`config.mk`:
```
export PLATFORM = sky130hd
export DESIGN_NAME = serial_subtractor
export DESIGN_NICKNAME = d
export VERILOG_FILES = /design/src/rtl/serial_subtractor.sv
export SDC_FILE = /design/constraint.sdc
export NUM_CORES = 1
export LEC_CHECK = 0
export CAP_MARGIN = 20
export CELL_PAD_IN_SITES_DETAIL_PLACEMENT = 1
export CELL_PAD_IN_SITES_GLOBAL_PLACEMENT = 2
export CORE_ASPECT_RATIO = 1.1
export CORE_MARGIN = 2
export CORE_UTILIZATION = 29
export DETAILED_ROUTE_END_ITERATION = 10
export PLACE_DENSITY_LB_ADDON = 0.05
export SLEW_MARGIN = 5
export SYNTH_ARGS = -nofsm -noshare
export SYNTH_HDL_FRONTEND = slang
export SYNTH_SLANG_ARGS = --single-unit
```
`constraint.sdc`:
```
create_clock -name clk -period 1.29 [get_ports clk]
set_input_delay 0.387 -clock clk [delete_from_list [all_inputs] [get_ports clk]]
set_output_delay 0.387 -clock clk [all_outputs]
set_load 0.01 [all_outputs]
```
`src/rtl/serial_subtractor.sv`:
```
// Bit-serial unsigned subtractor: computes a - b - bin one bit per cycle,
// LSB first, and presents the registered difference and borrow-out with a
// one-cycle done pulse. Fixed latency; start is only honoured in IDLE.
module serial_subtractor #(
  parameter int unsigned WIDTH = 8
) (
  input  logic             clk,
  input  logic             rst_n,
  input  logic             start,
  input  logic [WIDTH-1:0] a,
  input  logic [WIDTH-1:0] b,
  input  logic             bin,
  output logic             busy,
  output logic             done,
  output logic [WIDTH-1:0] diff,
  output logic             borrow
);

  localparam int unsigned CNT_W = (WIDTH > 2) ? $clog2(WIDTH) : 1;

  typedef enum logic [1:0] {
    S_IDLE  = 2'd0,
    S_SHIFT = 2'd1,
    S_DONE  = 2'd2
  } state_t;

  state_t             state_q;
  logic [WIDTH-1:0]   a_q;
  logic [WIDTH-1:0]   b_q;
  logic [WIDTH-1:0]   res_q;
  logic               br_q;
  logic [CNT_W-1:0]   cnt_q;

  logic               d_c;
  logic               br_next_c;
  logic [WIDTH-1:0]   res_next_c;
  logic               last_bit_c;

  // One-bit full-subtractor slice on the current LSBs plus running borrow
  always_comb begin
    d_c        = a_q[0] ^ b_q[0] ^ br_q;
    br_next_c  = (~a_q[0] & b_q[0]) | (~(a_q[0] ^ b_q[0]) & br_q);
    res_next_c = {d_c, res_q[WIDTH-1:1]};
    last_bit_c = (cnt_q == CNT_W'(WIDTH - 1));
  end

  // Control FSM with datapath and registered outputs
  always_ff @(posedge clk) begin
    if (!rst_n) begin
      state_q <= S_IDLE;
      a_q     <= '0;
      b_q     <= '0;
      res_q   <= '0;
      br_q    <= 1'b0;
      cnt_q   <= '0;
      busy    <= 1'b0;
      done    <= 1'b0;
      diff    <= '0;
      borrow  <= 1'b0;
    end else begin
      case (state_q)
        S_IDLE: begin
          done <= 1'b0;
          if (start) begin
            a_q     <= a;
            b_q     <= b;
            br_q    <= bin;
            cnt_q   <= '0;
            busy    <= 1'b1;
            state_q <= S_SHIFT;
          end
        end
        S_SHIFT: begin
          a_q   <= a_q >> 1;
          b_q   <= b_q >> 1;
          br_q  <= br_next_c;
          res_q <= res_next_c;
          if (last_bit_c) begin
            diff    <= res_next_c;
            borrow  <= br_next_c;
            busy    <= 1'b0;
            done    <= 1'b1;
            state_q <= S_DONE;
          end else begin
            cnt_q <= cnt_q + CNT_W'(1);
          end
        end
        S_DONE: begin
          done    <= 1'b0;
          state_q <= S_IDLE;
        end
        default: begin
          busy    <= 1'b0;
          done    <= 1'b0;
          state_q <= S_IDLE;
        end
      endcase
    end
  end

endmodule

```
==> results.txt, run 1 <==
- STA classifies the critical path endpoint as an output pin.
- Kind of critical path: reg -> out
- Setup repair after global routing left no endpoint under its margin.
- Timing would allow up to 0.805 GHz.
- Measured against its own limit, the worst slew margin works out to 0.799.
- The tightest min-delay check is of the reg -> reg type.
- Critical path arrival: roughly 0.86 ns
- Horizontal extent of the die: between 70 and 80 um
- Placement-stage worst setup slack: -0.327 ns
- For this configuration, the core starts out at a cell density of 0.297.
- Ranked by instance count, the synthesized netlist is headed by 40 x sky130_fd_sc_hd__dfxtp_1, 26 x sky130_fd_sc_hd__nand2_1, 21 x sky130_fd_sc_hd__nor2_1, 20 x sky130_fd_sc_hd__a21oi_1, 16 x sky130_fd_sc_hd__mux2i_1.
* Number of enable flip-flop cells after synthesis: 0
- For flop-to-flop paths, the worst setup slack is 0.07 ns.
- Among all stages on the critical path, the largest delay is contributed by sky130_fd_sc_hd__dfxtp_2.
- Port buffer count: 30
* Largest fanout of any net on the critical path: 2
- Grt total ovfl: 0
- Cell chosen for the clock root: sky130_fd_sc_hd__clkbuf_8
- Count of standard-cell rows: 30
- Summing every instance area after synthesis gives around 0.0018 sq mm.
* Leakage Power: between 0.9 and 1 nW
- Share of synthesized flip-flops with an asynchronous set or reset: 0
* Top_reg_cell synth: sky130_fd_sc_hd__dfxtp_1
- Overall die height: ~87 um
* CTS H-Tree Depth: 2
- The first global-routing pass estimated 7200 um of wire.
* Cts-stage hold buffer count: 0
- Largest net degree at the start of global routing: 24
* Ratio of total power to cell area: between 1000 and 1500 mW/mm^2
* Count of pins over their slew limit: 0
- In the routed design, unresolved DRC markers number 0.
* Final worst-path cycle share: 0.963
- The flow ran to the end, and the final reports show no timing, DRC or antenna violations.
- Clk_lat worst skew: 0.30 ns
- Core region area: 0.00608 sq mm
* Setup clock skew after layout: 0.00842 ns
- Syn Area/Cell: around 9.4 sq um
- Layout cell share with drive strength beyond 1: 0.268
* Total half-perimeter wirelength after legalization and detailed placement: 3130 um
- For this run, the share of the core covered by cells in the final layout is 0.404.
- Total number of vias: roughly 1,500
* Post-layout instance count excluding filler cells: about 320
- Setup violations remaining at the end of the flow were counted as 0.
- STA classifies the critical path startpoint as a flip-flop.
* Ranking of synthesized cells by area: sky130_fd_sc_hd__dfxtp_1 44%, sky130_fd_sc_hd__a211oi_2 10%, sky130_fd_sc_hd__mux2i_1 8.9%
* Peak supply drop: just over 0.6 mV
- On the worst path, the slowest cell contributes a delay of 0.34 ns.
- The most common cell in the synthesized netlist is sky130_fd_sc_hd__dfxtp_1.
- For the pin with the worst max-slew slack, the measured transition is 0.302 ns.
- Final wirelength: roughly 4200 um
- The tool flagged a number of max-cap violations equal to 0.
* All-Layer GR Usage: 0.135
- Required time of the critical path: around 0.9 ns
- Fraction of synthesized cell area taken by the top area cell type: 0.444
- Hold Vio Cnt, Final: 0
- The clock net in this run drives a total of 40 sinks.
- Post-CTS Resized: 30
- In this run, synthesis produced a sequential element count of 40.
- The share of the Yosys chip area taken by registers is 0.444.
- Top Family by Delay on Critical Path: flip-flops
- Sum of buffers and inverters on the critical path: 1
* Worst path cell trace: clkdlybuf4s15_2
- Die area: approximately 0.0069 sq mm
- Using the TritonRoute via totals, the vias-per-cell ratio works out to around 4.6.
- Worst Slack Setup Final: around 0.048 ns
- TritonCTS clock tree: yes
* Synthesis-to-layout area growth: 36.0%
- The final layout contains roughly 260 nets.
- The congestion estimate from routability-driven global placement came to slightly below 0.7.
* Drt first pass iters: 3
- Io pins: 31
* Netlist cell types: 26
- Summed over all instances, the cell type with the most area after synthesis is sky130_fd_sc_hd__dfxtp_1.
* Count of warnings emitted by yosys: 0
- Final setup TNS: 0 ns
* Number of global-route vias before repair: between 1,500 and 2,000
* Post-route minimum period: roughly 1.2 ns
- Detailed-route wire length per cell: around 13 um
* Clock edge transition at the registers on the reported setup and hold paths: ~0.080 ns
- After the first detailed-routing iteration, the DRC count stood at 44.
- CTS buffer count: 5
* Total placed cells including tap cells: 307
- In this run the post-CTS setup repair buffer count came out at 0.
* Antenna violations before repair: 0
- Synthesized instance count: 192
- When the netlist entered floorplanning its net count stood at around 220.
- Power comes to around 0.0031 W.
* Max Buffers Root-to-Sink: 2
* Antenna Cells: 0
- Once detail routing completed, the nets flagged for antenna violations numbered 0.
==> cells by family after synthesis <==
kind of cell / Yosys count / synth area share
flops: 40 / 0.444
buf+inv: 20 / 0.0734
fa+ha+maj: 4 / 0.0319
compound gates: 44 / 0.195
simple gates: 68 / 0.167
mux: 16 / 0.0887
==> cell usage in the layout, fill, tap and decap left out, types with 2 or more instances in the layout <==
cell type	synthesis	routed
sky130_fd_sc_hd__dfxtp_1	40	37
sky130_fd_sc_hd__nand2_1	26	26
sky130_fd_sc_hd__nor2_1	21	21
sky130_fd_sc_hd__a21oi_1	20	20
sky130_fd_sc_hd__clkdlybuf4s50_1	0	18
sky130_fd_sc_hd__buf_4	4	17
sky130_fd_sc_hd__mux2i_1	16	16
sky130_fd_sc_hd__a211oi_2	15	15
sky130_fd_sc_hd__nand3_1	12	12
sky130_fd_sc_hd__clkbuf_2	0	8
sky130_fd_sc_hd__clkbuf_8	0	5
sky130_fd_sc_hd__inv_1	5	4
sky130_fd_sc_hd__o21ai_0	3	3
sky130_fd_sc_hd__a31oi_1	3	3
sky130_fd_sc_hd__ha_4	0	3
sky130_fd_sc_hd__dfxtp_2	0	3
sky130_fd_sc_hd__bufinv_16	0	3
sky130_fd_sc_hd__buf_12	0	3
sky130_fd_sc_hd__nor2b_1	2	2
sky130_fd_sc_hd__nor3_1	2	2
sky130_fd_sc_hd__nand3b_1	2	2
sky130_fd_sc_hd__o21bai_1	2	2
sky130_fd_sc_hd__clkdlybuf4s15_2	0	2
==> report_power, final <==
| part | switching (W) | internal [W] | total [W] |
|---|---|---|---|
| logic | 0.000179 | 0.000204 | 0.000383 |
| registers | 0.0000378 | 0.00129 | 0.00133 |
| clock network | 0.000454 | 0.000968 | 0.00142 |
| total | 0.000672 | 0.00246 | 0.00314 |
==> flip-flops by register name (all words and copies together) (netlist names) <==
name	cells
a_q	8
b_q	8
borrow	1
br_q	1
busy	1
cnt_q	3
diff	8
done	1
res_q	7
state_q	2
==> per-stage QoR <==
step	hold WS, ns	instance area, sq um
after global placement	0.443	2280
after detailed placement	0.447	2280
after floorplan	0.437	1810
after global routing	0.483	2460
after CTS	0.456	2470
final	0.455	2460
==> final cells by class <==
cell class | count | area, sq um
clock buffer | 5 | 68.8
clock inverter | 3 | 90.1
fill | 702 | 3620
inverter | 5 | 18.8
multi-input combinational | 132 | 925
sequential | 40 | 805
tap | 80 | 100
timing repair buffer | 50 | 449
==> worst paths after layout <==
check / from / end / cells after the start
min reg2reg: diff[0]$_SDFFE_PN0P_ / diff[0]$_SDFFE_PN0P_ / 2
min: diff[0]$_SDFFE_PN0P_ / diff[0]$_SDFFE_PN0P_ / 2
max: borrow$_SDFFE_PN0P_ / borrow / 1
max reg2reg: b_q[0]$_SDFFE_PN0P_ / br_q$_SDFFE_PN0P_ / 5
==> metal layers <==
metal	global-route usage	routed length, um	part of all wire	vias to the layer above
met3	0.0281	130	0.031	8
li1	-	-	-	745
met2	0.246	2170	0.52	22
met4	0.0564	88	0.021	0
met1	0.152	1770	0.43	683
met5	0	0	0	-
Note: power is estimated with default switching activity, not from simulation.
==> run 2: changes to the inputs <==
--- a/config.mk
+++ b/config.mk
@@ -13,6 +13,7 @@
 export CORE_UTILIZATION = 29
 export DETAILED_ROUTE_END_ITERATION = 10
 export PLACE_DENSITY_LB_ADDON = 0.05
+export RECOVER_POWER = 50
 export SLEW_MARGIN = 5
 export SYNTH_ARGS = -nofsm -noshare
 export SYNTH_HDL_FRONTEND = slang
==> run 2 against run 1 <==
First-iteration DRC count unchanged. Critical path type unchanged. Hold slack about the same. Global-route usage unchanged. Sequential power about the same.
==> results.txt, run 2 (same netlist as run 1, synthesis figures left out) <==
- Run status: finished, final reports clean
- Ratio of total power to cell area: 1280 mW/mm^2
- Worst-case headroom to the max-slew limit: 0.799
* Total placed cells including tap cells: slightly above 300
- Unrepaired setup endpoints after global routing: false
- Critical path launch point type: flip-flop
* Total number of vias: about 1,500
- Leakage Power: ~0.92 nW
- The detail route stage leaves a number of antenna-violating nets equal to 0.
- Overall die height: between 80 and 90 um
* Setup clock skew after layout: roughly 0.0084 ns
- CTS H-Tree Depth: 2
- Max stage delay on crit path: approximately 0.34 ns
* Core region area: about 0.0061 sq mm
* Antenna Cells: 0
* Commonest non-fill, non-tap cell in the layout: sky130_fd_sc_hd__dfxtp_1
* Final wirelength: 4170 um
- Number of global-route vias before repair: approximately 1,600
* Hold Vio Cnt, Final: 0
- Port buffer count: 30
* Synthesis-to-layout area growth: 35.2%
* Detailed-route wire length per cell: 13.2 um
- The die is 79.2 um wide.
- In the final layout, the registers with the most flip-flops are a_q (8), b_q (8), diff (8).
- Io pins: 31
* Kind of critical path: reg -> out
* Largest fanout of any net on the critical path: 2
- In this run the core area contains 30 standard-cell rows.
- Critical path arrival: 0.86 ns
* Grt total ovfl: 0
* Clock edge transition at the registers on the reported setup and hold paths: around 0.080 ns
- TritonCTS built the clock tree.
- Layout cell share with drive strength beyond 1: 0.234
- Via density per instance: roughly 4.6
* Final worst-path cycle share: 0.963
* Drt first pass iters: 3
* Post-layout instance count excluding filler cells: approximately 320
* Slowest library cell on the worst path: sky130_fd_sc_hd__dfxtp_2
- STA classifies the critical path endpoint as an output pin.
* Worst path cell trace: clkdlybuf4s15_2
* All-Layer GR Usage: 0.135
- Routability-driven placement finished with a final weighted congestion of roughly 0.69.
- The tightest min-delay check is of the reg -> reg type.
- Number of max-cap violations: 0
- For this configuration, the core starts out at a cell density of 0.297.
- The detailed router finished its first iteration with 44 violations.
* DRC Markers: 0
* CTS buffer count: 5
- Cell chosen for the clock root: sky130_fd_sc_hd__clkbuf_8
* TritonCTS Sinks: 40
- Counting I/O delays and the setup requirement, the final critical path takes 1.24 ns.
- The first global-routing pass estimated ~7000 um of wire.
- Peak Freq: 0.805 GHz
* Actual slew at the worst max-slew pin: slightly above 0.3 ns
- The count of pins over their slew limit is 0.
- At the end of the flow, the number of nets in the layout was approximately 260.
- Total half-perimeter wirelength after legalization and detailed placement: between 3000 and 4000 um
- Buffers added to address setup during post-CTS repair amount to 0.
- Clk_lat worst skew: 0.30 ns
- Core Util, Final: 0.401
* Setup violators final: 0
- Antenna violations before repair: 0
* Die area: ~0.0069 sq mm
* Required time of the critical path: ~0.9 ns
- Filler cells: ~700
- Largest net degree at the start of global routing: 24
* Max Buffers Root-to-Sink: 2
- Cts-stage hold buffer count: 0
- Top Family by Delay on Critical Path: flip-flops
- Together, buffers and inverters on the worst path number 1.
- Peak supply drop: approximately 0.62 mV
* Highest-count cells in the layout ignoring fill and taps: 37 x sky130_fd_sc_hd__dfxtp_1, 26 x sky130_fd_sc_hd__nand2_1, 21 x sky130_fd_sc_hd__nor2_1
run 2: cell types whose count changed in the layout (fill, tap and decap cells not counted):
| cell | previous run | this run |
|---|---|---|
| sky130_fd_sc_hd__clkbuf_1 | 0 | 8 |
| sky130_fd_sc_hd__buf_4 | 17 | 15 |
| sky130_fd_sc_hd__clkbuf_2 | 8 | 2 |
run 2: metal layers:
metal,track usage,vias up,share of wire
li1,-,745,-
met1,0.152,683,0.43
met2,0.246,22,0.52
met3,0.0281,8,0.032
met4,0.0564,0,0.021
met5,0,-,0
run 2: layout make-up:
class,count,area [sq um],share of cell area
tap,80,100,0.0410
timing repair buffer,50,434,0.178
clock inverter,3,90.1,0.0369
clock buffer,5,68.8,0.0282
multi-input combinational,132,925,0.379
inverter,5,18.8,0.00769
sequential,40,805,0.330
run 2: final timing paths:
path / slack (ns) / startpoint / endpoint / depth (start not counted)
max: 0.05 / borrow$_SDFFE_PN0P_ / borrow / 1
min: 0.45 / diff[0]$_SDFFE_PN0P_ / diff[0]$_SDFFE_PN0P_ / 2
max reg2reg: 0.07 / b_q[0]$_SDFFE_PN0P_ / br_q$_SDFFE_PN0P_ / 5
min reg2reg: 0.45 / diff[0]$_SDFFE_PN0P_ / diff[0]$_SDFFE_PN0P_ / 2
run 2: repair_timing:
| item | 4_1_cts | 5_1_grt |
|---|---|---|
| hold endpoints to repair | 0 | 0 |
| setup endpoints to repair | 28 | 19 |
| gates cloned | 0 | 0 |
| gates resized for setup | 30 | 15 |
run 2: power by group:
group | internal (W) | switching (W) | total (W) | leakage [nW]
registers | 0.00129 | 0.0000378 | 0.00133 | 0.329
logic | 0.000200 | 0.000179 | 0.000380 | 0.514
clock network | 0.000968 | 0.000454 | 0.00142 | 0.0784
total | 0.00246 | 0.000672 | 0.00313 | 0.921
run 2: per-stage QoR:
stage	hold slack (ns)	cell area, sq um	setup TNS [ns]	setup WS, ns	power [W]
final	0.455	2440	0	0.0474	0.00313
after global routing	0.483	2440	0	0.00187	0.00327
after CTS	0.456	2470	-0.00195	-0.00195	0.00318
after detailed placement	0.447	2280	-7.92	-0.327	0.00175
after global placement	0.443	2280	-7.09	-0.290	0.00173
after floorplan	0.437	1810	0	0.0729	0.00160
run 2: worst reg2reg max path: cells and delay by family, from the launching register on:
kind / cells / cell delay (ns)
mux: 1 / 0.08
fa+ha+maj: 1 / 0.40
flops: 1 / 0.34
buf+inv: 2 / 0.13
compound gates: 1 / 0.20
